===== config.mk =====
export PLATFORM = sky130hd
export DESIGN_NAME = buffer_multi_bank_acc
export DESIGN_NICKNAME = d
export VERILOG_FILES = /design/src/rtl/buffer_multi_bank_acc.sv
export SDC_FILE = /design/constraint.sdc
export NUM_CORES = 1
export LEC_CHECK = 0
export ABC_AREA = 1
export CAP_MARGIN = 20
export CORE_MARGIN = 4
export CORE_UTILIZATION = 45
export CTS_BUF_LIST = sky130_fd_sc_hd__clkbuf_2 sky130_fd_sc_hd__clkbuf_4 sky130_fd_sc_hd__clkbuf_8
export DETAILED_ROUTE_END_ITERATION = 12
export PLACE_DENSITY = 0.76
export SLEW_MARGIN = 25
export SYNTH_ARGS = -nofsm -noshare
export SYNTH_HDL_FRONTEND = slang
export SYNTH_SLANG_ARGS = --single-unit

===== constraint.sdc =====
create_clock -name clk -period 5.5 [get_ports clk]
set_input_delay 0.55 -clock clk [delete_from_list [all_inputs] [get_ports clk]]
set_output_delay 0.55 -clock clk [all_outputs]
set_load 0.02 [all_outputs]

===== src/rtl/buffer_multi_bank_acc.sv =====
// rtl/buffer_multi_bank_acc.sv - N-way rotating output buffer with optional in-place accumulation.
// The write bank sits at wptr; the oldest completed frame (wptr+1) is presented on the output.
module buffer_multi_bank_acc #(
   parameter int IWID  = 8,
   parameter int OWID  = IWID + 4,
   parameter int NBANK = 2,
   parameter int SAT   = 1
) (
   input  logic            clk,
   input  logic            rst,
   input  logic            iValid,
   input  logic            iAcc,
   input  logic            iSwap,
   input  logic [IWID-1:0] iData,
   output logic [OWID-1:0] oData,
   output logic            oValid,
   output logic            oOvf
);

   localparam int PW = (NBANK > 1) ? $clog2(NBANK) : 1;
   localparam logic [PW-1:0] LAST = PW'(NBANK - 1);

   logic [OWID-1:0] bank_q [NBANK];
   logic [OWID-1:0] bank_d [NBANK];
   logic [NBANK-1:0] ovf_q, ovf_d;
   logic [PW-1:0]   wptr_q, wptr_d;
   logic [PW-1:0]   fill_q, fill_d;
   logic [PW-1:0]   rptr;
   logic [OWID:0]   sum;

   // The bank after the write bank is both the read bank and the next write bank.
   always_comb begin
      rptr = (wptr_q == LAST) ? '0 : wptr_q + PW'(1);
   end

   always_comb begin
      bank_d = bank_q;
      ovf_d  = ovf_q;
      wptr_d = wptr_q;
      fill_d = fill_q;
      sum    = {1'b0, bank_q[wptr_q]} + (OWID+1)'(iData);

      if (iValid) begin
         if (iAcc) begin
            if (sum[OWID]) begin
               ovf_d[wptr_q] = 1'b1;
               if (SAT != 0) begin
                  bank_d[wptr_q] = '1;
               end else begin
                  bank_d[wptr_q] = sum[OWID-1:0];
               end
            end else begin
               bank_d[wptr_q] = sum[OWID-1:0];
            end
         end else begin
            bank_d[wptr_q] = OWID'(iData);
         end
      end

      // rptr never equals wptr, so clearing it cannot collide with the closing write.
      if (iSwap) begin
         bank_d[rptr] = '0;
         ovf_d[rptr]  = 1'b0;
         wptr_d       = rptr;
         fill_d       = (fill_q == LAST) ? fill_q : fill_q + PW'(1);
      end
   end

   always_ff @(posedge clk) begin
      if (rst) begin
         for (int i = 0; i < NBANK; i++) begin
            bank_q[i] <= '0;
         end
         ovf_q  <= '0;
         wptr_q <= '0;
         fill_q <= '0;
      end else begin
         for (int i = 0; i < NBANK; i++) begin
            bank_q[i] <= bank_d[i];
         end
         ovf_q  <= ovf_d;
         wptr_q <= wptr_d;
         fill_q <= fill_d;
      end
   end

   always_comb begin
      oData  = bank_q[rptr];
      oOvf   = ovf_q[rptr];
      oValid = (fill_q == LAST);
   end

endmodule


==> results by group, run 1 <==
Status
  • Status: finished, final reports clean

Timing
  • Fin crit period: 3040 ps
  • Hold Worst Slack: 476 ps
  • Final hold viol count: 0
  • Worst slew pin tran: 748 ps
  • Pins Over Slew Limit: 0
  • Final setup vio count: 0
  • Peak Freq: 329 MHz
  • RSZ-0062 raised after global routing: false
  • TNS Setup: 0 ps
  • Worst Skew: 6.82 ps
  • Worst relative slew slack: 0.499
  • Final Cycle Share: 0.553

Drt
  • DR WL met2: 2740 µm
  • Drc violations: 0
  • Routed wire length: 5660 µm
  • Via/cell ratio: 5.14
  • Post-DRT Antenna Nets: 0
  • Initial DRC Count: 117
  • Routed WL per cell: 12.5 µm
  • Via Count: 2,328
  • Top sig layer: met4
  • Routed wl met3: 283 µm
  • M1 WL: 2520 µm
  • DRT Pass-1 Iters: 4

Final layout
  • Area growth, synth to finish: 16.5%
  • N_diodes: 0
  • Final nets: 409
  • Fraction of layout cells with a size suffix above 1: 0.0803

Placement
  • Hpwl dp: 4380 µm
  • Gpl congestion: 0.897
  • I/O Buffers: 26

Power
  • Clock Power Share: 0.285
  • P per Cell Area: 221 mW/mm²
  • P_sw: 0.192 mW
  • Static leakage: 1.17 nW
  • Sequential Power Share: 0.394
  • Share of power burned in combinational logic: 0.321
  • P_int: 0.382 mW
  • Net Sw Frac: 0.335
  • Peak VDD IR: 0.176 mV

Worst setup path
  • WP data required: 5670 ps
  • Crit-path most repeated cell: nand2_1
  • Crit-path cells: inv_2 > nand2_1 > nand2_1 > ha_1 > fa_1 > nand2_1 > nand2_1 > nand3_1 > nand2_2 > nand2_4 > nand2_4 > inv_2 > nand2_1 > a22oi_1 > nor2_1
  • Critical Path End Type: flop
  • Crit path launch: wptr_q
  • Worst r2r dst: bank_q[8]
  • Critical Path Fanout Max: 25
  • Kind of critical path: flop to flop
  • Worst Path Buf+Inv: 2
  • Reg2reg start: wptr_q
  • Top Family by Delay on Critical Path: simple AND/OR/NAND/NOR gates
  • CP startpoint kind: flop
  • CP Capture Point: bank_q[8]
  • Crit path DAT: 3210 ps
  • CP max-delay cell: dfxtp_1
  • Critical Path Stages: 15
  • R2R Setup Slk: 2460 ps
  • Worst R2R Path Depth: 15
  • Max stage delay on crit path: 790 ps

Logic synthesis
  • Ys Warns: 0
  • Sequential share of the synthesized area: 0.252
  • Cell Area, Synth: 0.00223 mm²
  • Post-Syn Nets: 388
  • Avg Inst Size Synth: 6.08 µm²
  • Post-synthesis sequential element count: 28
  • Synthesized instance count: 366
  • Yosys cell types: 33

CTS
  • CTS tree: yes
  • Post-CTS sizing: 0
  • Worst-path clk slew: 100 ps
  • Worst-Skew Late Latency: 280 ps
  • Clock Root Buffer: clkbuf_8
  • Postcts setup bufs: 0
  • Total CTS buffers: 3
  • CTS Buffer Depth: 2
  • Sinks on Clock Net: 28
  • H-tree levels: 1
  • CTS Hold Bufs: 0

Global routing
  • Vias in the first global route: 2,181
  • Antenna violations before repair: 0
  • Global-route wire length before repair: 9560 µm
  • GRT overflow: 0
  • Total Routing Usage GR: 0.189
  • Largest net degree at the start of global routing: 38

Floorplanning
  • Initial Utilization: 0.468
  • Row cnt: 25
  • Die area: 0.00614 mm²
  • Core Box Area: 0.00475 mm²
  • Die height: 78.3 µm
  • Die width: 78.3 µm
  • Boundary Pins: 27

Worst hold path
  • HP Class: flop to flop

Flow run
  • Max-cap violations: 0
==> sequential cells by signal, indices dropped and copies added (netlist names) <==
signal	count
oValid	1
bank_q	24
wptr_q	1
ovf_q	2
==> layer usage <==
layer | vias to the layer above | global-route usage
li1 | 1221 | -
met1 | 1040 | 0.225
met2 | 56 | 0.343
met3 | 11 | 0.0333
met4 | 0 | 0.0594
met5 | - | 0
==> per-stage QoR <==
stage / total power, mW / instance area [µm²] / cells / utilization / setup slack, ps
after CTS: 0.578 / 2590 / 453 / 0.546 / 2500
after detailed placement: 0.414 / 2520 / 449 / 0.531 / 2500
after global routing: 0.610 / 2590 / 453 / 0.546 / 2080
after floorplan: 0.358 / 2230 / 366 / - / 3030
after global placement: 0.412 / 2520 / 449 / 0.531 / 2590
final: 0.573 / 2590 / 453 / 0.546 / 2460
==> layout make-up <==
class | count | area, µm²
inverters | 44 | 165
clock inverters | 1 | 30.0
flip-flops and latches | 28 | 561
fillers | 494 | 2160
well taps | 67 | 83.8
multi-input cells | 283 | 1450
repair buffers | 27 | 268
clock buffers | 3 | 41.3
==> cell families (layout without fill, tap and decap cells) <==
family | after synthesis | after routing | synth area share
DFF | 28 | 28 | 0.252
xor gates and xnor gates | 4 | 4 | 0.0157
AOI/OAI and AO/OA | 79 | 79 | 0.207
buffers and inverters | 55 | 75 | 0.0989
adders and majority gates | 9 | 9 | 0.0540
and+or+nand+nor | 191 | 191 | 0.372
==> power by group through the flow <==
stage / clock [mW] / sequential (mW) / combinational, mW
2_1_floorplan: 0 / 0.226 / 0.131
3_3_place_gp: 0 / 0.230 / 0.181
3_5_place_dp: 0 / 0.231 / 0.183
4_1_cts: 0.168 / 0.226 / 0.184
5_1_grt: 0.176 / 0.228 / 0.206
6_report: 0.163 / 0.226 / 0.184
==> how the worst min path moves through the flow <==
stage / from / endpoint / slack (ps) / depth (start not counted)
floorplan: ovf_q[1] / ovf_q[1] / 430 / 2
CTS: ovf_q[0] / ovf_q[0] / 480 / 1
global placement: ovf_q[0] / ovf_q[0] / 450 / 1
finish: ovf_q[0] / ovf_q[0] / 480 / 1
global route: oValid / oValid / 510 / 2
detailed placement: ovf_q[0] / ovf_q[0] / 460 / 1
==> cell usage after synthesis, drive strengths merged <==
cell type,instances,area share
nand2,125,0.24
nor2,47,0.083
inv,43,0.073
a21oi,33,0.083
dfxtp,28,0.25
o21ai,27,0.061
a211oi,13,0.044
nand3,11,0.027
ha,8,0.045
buf,7,0.018
clkbuf,4,0.0067
nand4,3,0.0084
a22oi,2,0.0067
o211ai,2,0.0067
or2,2,0.0056
xnor2,2,0.0079
xor2,2,0.0079
and2,1,0.0028
clkinv,1,0.0017
fa,1,0.0090
nand3b,1,0.0034
nor3,1,0.0022
o21a,1,0.0034
o21bai,1,0.0034
==> layout by cell type (no fill, tap or decap), drive strengths merged, types with 3 or more instances in the layout <==
cell | netlist | final
a21oi | 33 | 33
clkdlybuf4s50 | 0 | 26
inv | 43 | 43
nand4 | 3 | 3
clkbuf | 4 | 3
nand2 | 125 | 125
ha | 8 | 8
dfxtp | 28 | 28
a211oi | 13 | 13
o21ai | 27 | 27
nand3 | 11 | 11
nor2 | 47 | 47
No activity file was read; power rests on OpenSTA's default activity.
==> run 2: changes to the inputs <==
clock period = 2.9 ns   (was 5.5 ns; I/O delays follow)
==> run 2 against run 1 <==
Register-to-register slack got worse by 2100 ps. Via count rose by 1.5%. Clock power rose by 94%. Global-route usage rose by 1.2 points. First-iteration DRC count rose by 11%. Maximum frequency rose by 18%. Core utilization rose by 0.47 points. Die area did not move. Critical endpoint is now bank_q[20]. Largest cell class unchanged.
==> results by group, run 2 (same netlist as run 1, synthesis figures left out) <==
CTS
  • Worst-Skew Late Latency: 280 ps (about the same)
  • CTS tree: yes
  • Total CTS buffers: 3 (unchanged)
  • Sinks on Clock Net: 28 (unchanged)
  • Worst-path clk slew: 110 ps (about the same)
  • H-tree levels: 1 (unchanged)
  • Clock Root Buffer: clkbuf_8
  • CTS Buffer Depth: 2 (unchanged)
  • Postcts setup bufs: 0 (unchanged)
  • Post-CTS sizing: 0 (unchanged)
  • CTS Hold Bufs: 0 (unchanged)

Floorplanning
  • Core Box Area: 0.00475 mm² (unchanged)
  • Die width: 78.3 µm (unchanged)
  • Initial Utilization: 0.468 (unchanged)
  • Die area: 0.00614 mm² (unchanged)
  • Boundary Pins: 27 (unchanged)
  • Die height: 78.3 µm (unchanged)
  • Row cnt: 25 (unchanged)

Global routing
  • Antenna violations before repair: 0 (unchanged)
  • GRT overflow: 0 (unchanged)
  • Largest net degree at the start of global routing: 38 (unchanged)
  • Total Routing Usage GR: 0.201 (+0.0125)
  • Global-route wire length before repair: 9960 µm (+4.2%)
  • Vias in the first global route: 2,207 (+1.2%)

Placement
  • DP Area: 0.00254 mm² (+0.89%)
  • Gpl congestion: 0.936 (+4.4%)
  • I/O Buffers: 26 (unchanged)
  • Hpwl dp: 4540 µm (+3.7%)

Final layout
  • Fraction of layout cells with a size suffix above 1: 0.0874 (+0.00709)
  • Final Cell Area: 0.00262 mm² (+0.87%)
  • Utilization after layout: 0.550 (+0.00474)
  • Largest regs: bank_q: 24 flops, ovf_q: 2 flops
  • Max reg flops: 24 (unchanged)
  • Top reg by flops: bank_q
  • Highest-count cells in the layout ignoring fill and taps: 113 x nand2_1, 46 x nor2_1, 36 x inv_1
  • Final nets: 412 (+0.73%)
  • N_diodes: 0 (unchanged)
  • Leading cell type in the layout, fill and taps excluded: nand2_1
  • Layout fillers: 491 (-0.61%)
  • Area growth, synth to finish: 17.5%

Worst setup path
  • CP max-delay cell: dfxtp_1
  • Crit path launch: wptr_q
  • Critical Path Fanout Max: 15 (-40%)
  • Crit-path most repeated cell: nand2_1
  • CP startpoint kind: flop
  • Kind of critical path: flop to flop
  • R2R Setup Slk: 320 ps (-2140 ps)
  • CP Capture Point: bank_q[20]
  • Max stage delay on crit path: 520 ps (-270 ps)
  • Crit path DAT: 2750 ps (-460 ps)
  • Critical Path End Type: flop
  • Worst R2R Path Depth: 15 (unchanged)
  • WP data required: 3080 ps (-2590 ps)
  • Worst r2r dst: bank_q[20]
  • Reg2reg start: wptr_q
  • Crit-path cells: inv_2 > nand2_1 > nand2_1 > ha_1 > fa_1 > nand2_1 > nand2_1 > nand3_1 > nand2_2 > nand2_4 > nand2_4 > inv_2 > nand2_1 > a22oi_1 > nor2_1

Power
  • Static leakage: 1.19 nW (+1.2%)
  • Peak VDD IR: 0.274 mV (+55%)
  • P per Cell Area: 422 mW/mm² (+91%)

Timing
  • Final hold viol count: 0 (unchanged)
  • Peak Freq: 388 MHz (+18%)
  • Worst Skew: 6.43 ps (-0.395 ps)
  • Final Cycle Share: 0.888 (+0.335)
  • Fin crit period: 2580 ps (-465 ps)
  • RSZ-0062 raised after global routing: false
  • Worst slew pin tran: 666 ps (-82.0 ps)
  • Pins Over Slew Limit: 0 (unchanged)
  • TNS Setup: 0 ps (unchanged)
  • Worst relative slew slack: 0.554 (+0.0549)
  • Final setup vio count: 0 (unchanged)

Drt
  • DRT Pass-1 Iters: 4 (unchanged)
  • Via/cell ratio: 5.18 (+0.84%)
  • Post-DRT Antenna Nets: 0 (unchanged)
  • Initial DRC Count: 130 (+11%)
  • Drc violations: 0 (unchanged)
  • Routed wire length: 5990 µm (+5.7%)
  • Via Count: 2,363 (+1.5%)
  • Routed WL per cell: 13.1 µm (+5.0%)

Flow run
  • Max-cap violations: 0 (unchanged)

Worst hold path
  • HP Class: flop to flop

Status
  • Status: finished, final reports clean
-- run 2: cell types whose count changed in the layout (fill, tap and decap cells not counted) --
cell / before / now
buf_4: 1 / 4
-- run 2: cell type report --
cell class	instances	area, µm²	share of cell area
repair buffers	30	290	0.111
well taps	67	83.8	0.0320
inverters	44	165	0.0631
multi-input cells	283	1450	0.552
flip-flops and latches	28	561	0.214
clock buffers	3	41.3	0.0158
clock inverters	1	30.0	0.0115
-- run 2: worst max-delay path, delay by kind of cell, from the launching register on --
family / cells / cell delay, ps
flops: 1 / 520
simple gates: 10 / 880
compound gates: 1 / 150
buf+inv: 2 / 270
fa+ha+maj: 2 / 630
-- run 2: power by group --
group          switching (mW)  internal, mW  leakage (nW)
combinational           0.227         0.136         0.921
clock                   0.132         0.185        0.0357
sequential             0.0187         0.407         0.229
total                   0.377         0.727          1.19
-- run 2: routing by layer --
layer  global-route usage  vias up  wire length [µm]
li1                     -     1225                 -
met1                0.251     1063              2700
met2                0.360       67              2900
met3               0.0321        8               303
met4               0.0524        0                85
met5                    0        -                 0
-- run 2: worst min path at each step --
stage / from / end / slack (ps) / cells past startpoint
6_report: ovf_q[1] / ovf_q[1] / 460 / 2
3_5_place_dp: ovf_q[1] / ovf_q[1] / 450 / 2
4_1_cts: ovf_q[1] / ovf_q[1] / 460 / 2
5_1_grt: ovf_q[1] / ovf_q[1] / 500 / 2
2_1_floorplan: rst / oValid / 360 / 1
3_3_place_gp: ovf_q[1] / ovf_q[1] / 450 / 2
-- run 2: through the flow --
step	total power, mW	setup WS (ps)	std cells	hold WS, ps
after global placement	0.788	483	452	452
after global routing	1.17	92.2	456	495
final	1.10	324	456	457
after floorplan	0.679	431	366	362
after detailed placement	0.792	385	452	448
after CTS	1.11	340	456	463
==> run 3: changes to the inputs <==
GPL_ROUTABILITY_DRIVEN = 0   (was default)
PLACE_DENSITY = 0.67   (was 0.76)
==> run 3 against run 2 <==
Maximum frequency grew 5.8%. Power rose by 0.60%. Clock skew barely moved. Sequential power is essentially flat. Setup slack gained 140 ps. Sequential cell count unchanged. Clock power up 2%. Sequential share of layout area fell by 0.061 points. Largest power group unchanged.
==> results by group, run 3 (same netlist as run 1, synthesis figures left out) <==
Timing
  • TNS Setup: 0 ps (unchanged)
  • Final hold viol count: 0 (unchanged)
  • Fin crit period: 2430 ps (-141 ps)
  • Final setup vio count: 0 (unchanged)
  • Peak Freq: 411 MHz (+5.8%)
  • Hold Worst Slack: 459 ps (+1.05 ps)
  • RSZ-0062 raised after global routing: false
  • Worst relative slew slack: 0.539 (-0.0151)
  • Worst slew pin tran: 689 ps (+22.6 ps)
  • Pins Over Slew Limit: 0 (unchanged)
  • Worst Skew: 6.63 ps (+0.200 ps)
  • Final Cycle Share: 0.840 (-0.0487)

Worst setup path
  • WP data required: 3070 ps (about the same)
  • CP max-delay cell: dfxtp_1
  • Kind of critical path: flop to flop
  • Crit path DAT: 2610 ps (-140 ps)
  • Worst Path Buf+Inv: 3 (+1)
  • Critical Path End Type: flop
  • Crit-path cells: inv_2 > buf_4 > nand2_1 > nand2_1 > fa_1 > nand2_1 > nand2_1 > nand3_1 > nand2_2 > nand2_4 > nand2_4 > inv_2 > nand2_1 > a22oi_1 > nor2_1
  • Critical Path Fanout Max: 12 (-3)
  • CP startpoint kind: flop
  • Top Family by Delay on Critical Path: simple AND/OR/NAND/NOR gates
  • Max stage delay on crit path: 470 ps (-50 ps)
  • Crit-path most repeated cell: nand2_1

Drt
  • Drc violations: 0 (unchanged)
  • Routed wire length: 6120 µm (+2.3%)
  • Via/cell ratio: 5.18 (about the same)
  • Initial DRC Count: 162 (+25%)
  • Routed WL per cell: 13.4 µm (+2.1%)
  • Via Count: 2,368 (+0.21%)
  • Post-DRT Antenna Nets: 0 (unchanged)
  • DRT Pass-1 Iters: 5 (+1)

Final layout
  • Final nets: 413 (+0.24%)
  • Leading cell type in the layout, fill and taps excluded: nand2_1
  • Max reg flops: 24 (unchanged)
  • Fraction of layout cells with a size suffix above 1: 0.0897 (+0.00234)
  • Post-Layout Cell Count: 457 (+0.22%)
  • N_diodes: 0 (unchanged)
  • Largest regs: bank_q: 24 flops, ovf_q: 2 flops
  • Highest-count cells in the layout ignoring fill and taps: 113 x nand2_1, 46 x nor2_1, 36 x inv_1
  • Top reg by flops: bank_q
  • Area growth, synth to finish: 17.9%
  • Utilization after layout: 0.552 (+0.00158)

Floorplanning
  • Die height: 78.3 µm (unchanged)
  • Row cnt: 25 (unchanged)
  • Initial Utilization: 0.468 (unchanged)
  • Die width: 78.3 µm (unchanged)
  • Core Box Area: 0.00475 mm² (unchanged)
  • Boundary Pins: 27 (unchanged)
  • Die area: 0.00614 mm² (unchanged)

CTS
  • Worst-path clk slew: 100 ps (about the same)
  • Total CTS buffers: 3 (unchanged)
  • Worst-Skew Late Latency: 290 ps (about the same)
  • H-tree levels: 1 (unchanged)
  • CTS Hold Bufs: 0 (unchanged)
  • CTS tree: yes
  • Post-CTS sizing: 0 (unchanged)
  • Sinks on Clock Net: 28 (unchanged)
  • Clock Root Buffer: clkbuf_8
  • CTS Buffer Depth: 2 (unchanged)
  • Postcts setup bufs: 0 (unchanged)

Power
  • P per Cell Area: 424 mW/mm² (+0.31%)
  • Clock Power Share: 0.291 (+0.004)
  • Sequential Power Share: 0.382 (-0.003)
  • Share of power burned in combinational logic: 0.327 (about the same)
  • Static leakage: 1.19 nW (+0.38%)
  • P_sw: 0.383 mW (+1.4%)
  • P_int: 0.729 mW (+0.21%)
  • Peak VDD IR: 0.212 mV (-23%)
  • Net Sw Frac: 0.344 (+0.00259)

Global routing
  • Antenna violations before repair: 0 (unchanged)
  • Largest net degree at the start of global routing: 38 (unchanged)
  • Total Routing Usage GR: 0.204 (+0.00285)
  • GRT overflow: 0 (unchanged)
  • GR met3 Demand/Resource: 0.0275 (-0.00459)
  • Met1 Use GR: 0.252 (+0.000526)
  • Global-route wire length before repair: 10,100 µm (+1.7%)
  • GR Layer Usage met2: 0.352 (-0.00771)
  • Vias in the first global route: 2,244 (+1.7%)
  • Gr busiest metal: met2

Placement
  • Post-Place Cells: 453 (+0.22%)
  • Hpwl dp: 4540 µm (about the same)
  • I/O Buffers: 26 (unchanged)

Worst hold path
  • HP Class: flop to flop

Flow run
  • Max-cap violations: 0 (unchanged)

Status
  • Status: finished, final reports clean
run 3: changes by cell type in the layout (fill, tap and decap cells not counted):
cell / before / now
buf_4: 4 / 5
run 3: power groups by stage:
stage,Clock (mW),Combinational (mW),Sequential (mW)
final,0.323,0.363,0.425
after global routing,0.348,0.403,0.427
after CTS,0.332,0.361,0.425
after detailed placement,0,0.359,0.433
after global placement,0,0.358,0.433
after floorplan,0,0.249,0.430
run 3: path summary, 6_finish.rpt:
kind / start / end / slack (ps) / cells past startpoint
setup / recovery: wptr_q / bank_q[8] / 470 / 15
hold reg to reg: ovf_q[1] / ovf_q[1] / 460 / 2
setup reg to reg: wptr_q / bank_q[8] / 470 / 15
hold / removal: ovf_q[1] / ovf_q[1] / 460 / 2
run 3: tightest hold or removal path, stage by stage (launching register included):
cell and delay, ps:
dfxtp_1 310, inv_1 50, a21oi_1 60
run 3: routing by layer:
layer  vias to the layer above  share of wire
met1                      1077           0.46
li1                       1227              -
met2                        47           0.48
met4                         0          0.030
met3                        17          0.032
met5                         -              0
run 3: final cells by class:
cell class | instances | area (µm²)
clock buffer | 3 | 41.3
clock inverter | 1 | 30.0
tap | 67 | 83.8
inverter | 44 | 165
timing repair buffer | 31 | 298
sequential | 28 | 561
multi-input combinational | 283 | 1450
fill | 488 | 2130
run 3: metrics by stage:
step           setup slack (ps)  total power, mW  area (µm²)
2_1_floorplan               431            0.679        2230
3_3_place_gp                488            0.791        2550
3_5_place_dp                452            0.792        2550
4_1_cts                     477             1.12        2620
5_1_grt                     189             1.18        2620
6_report                    465             1.11        2620
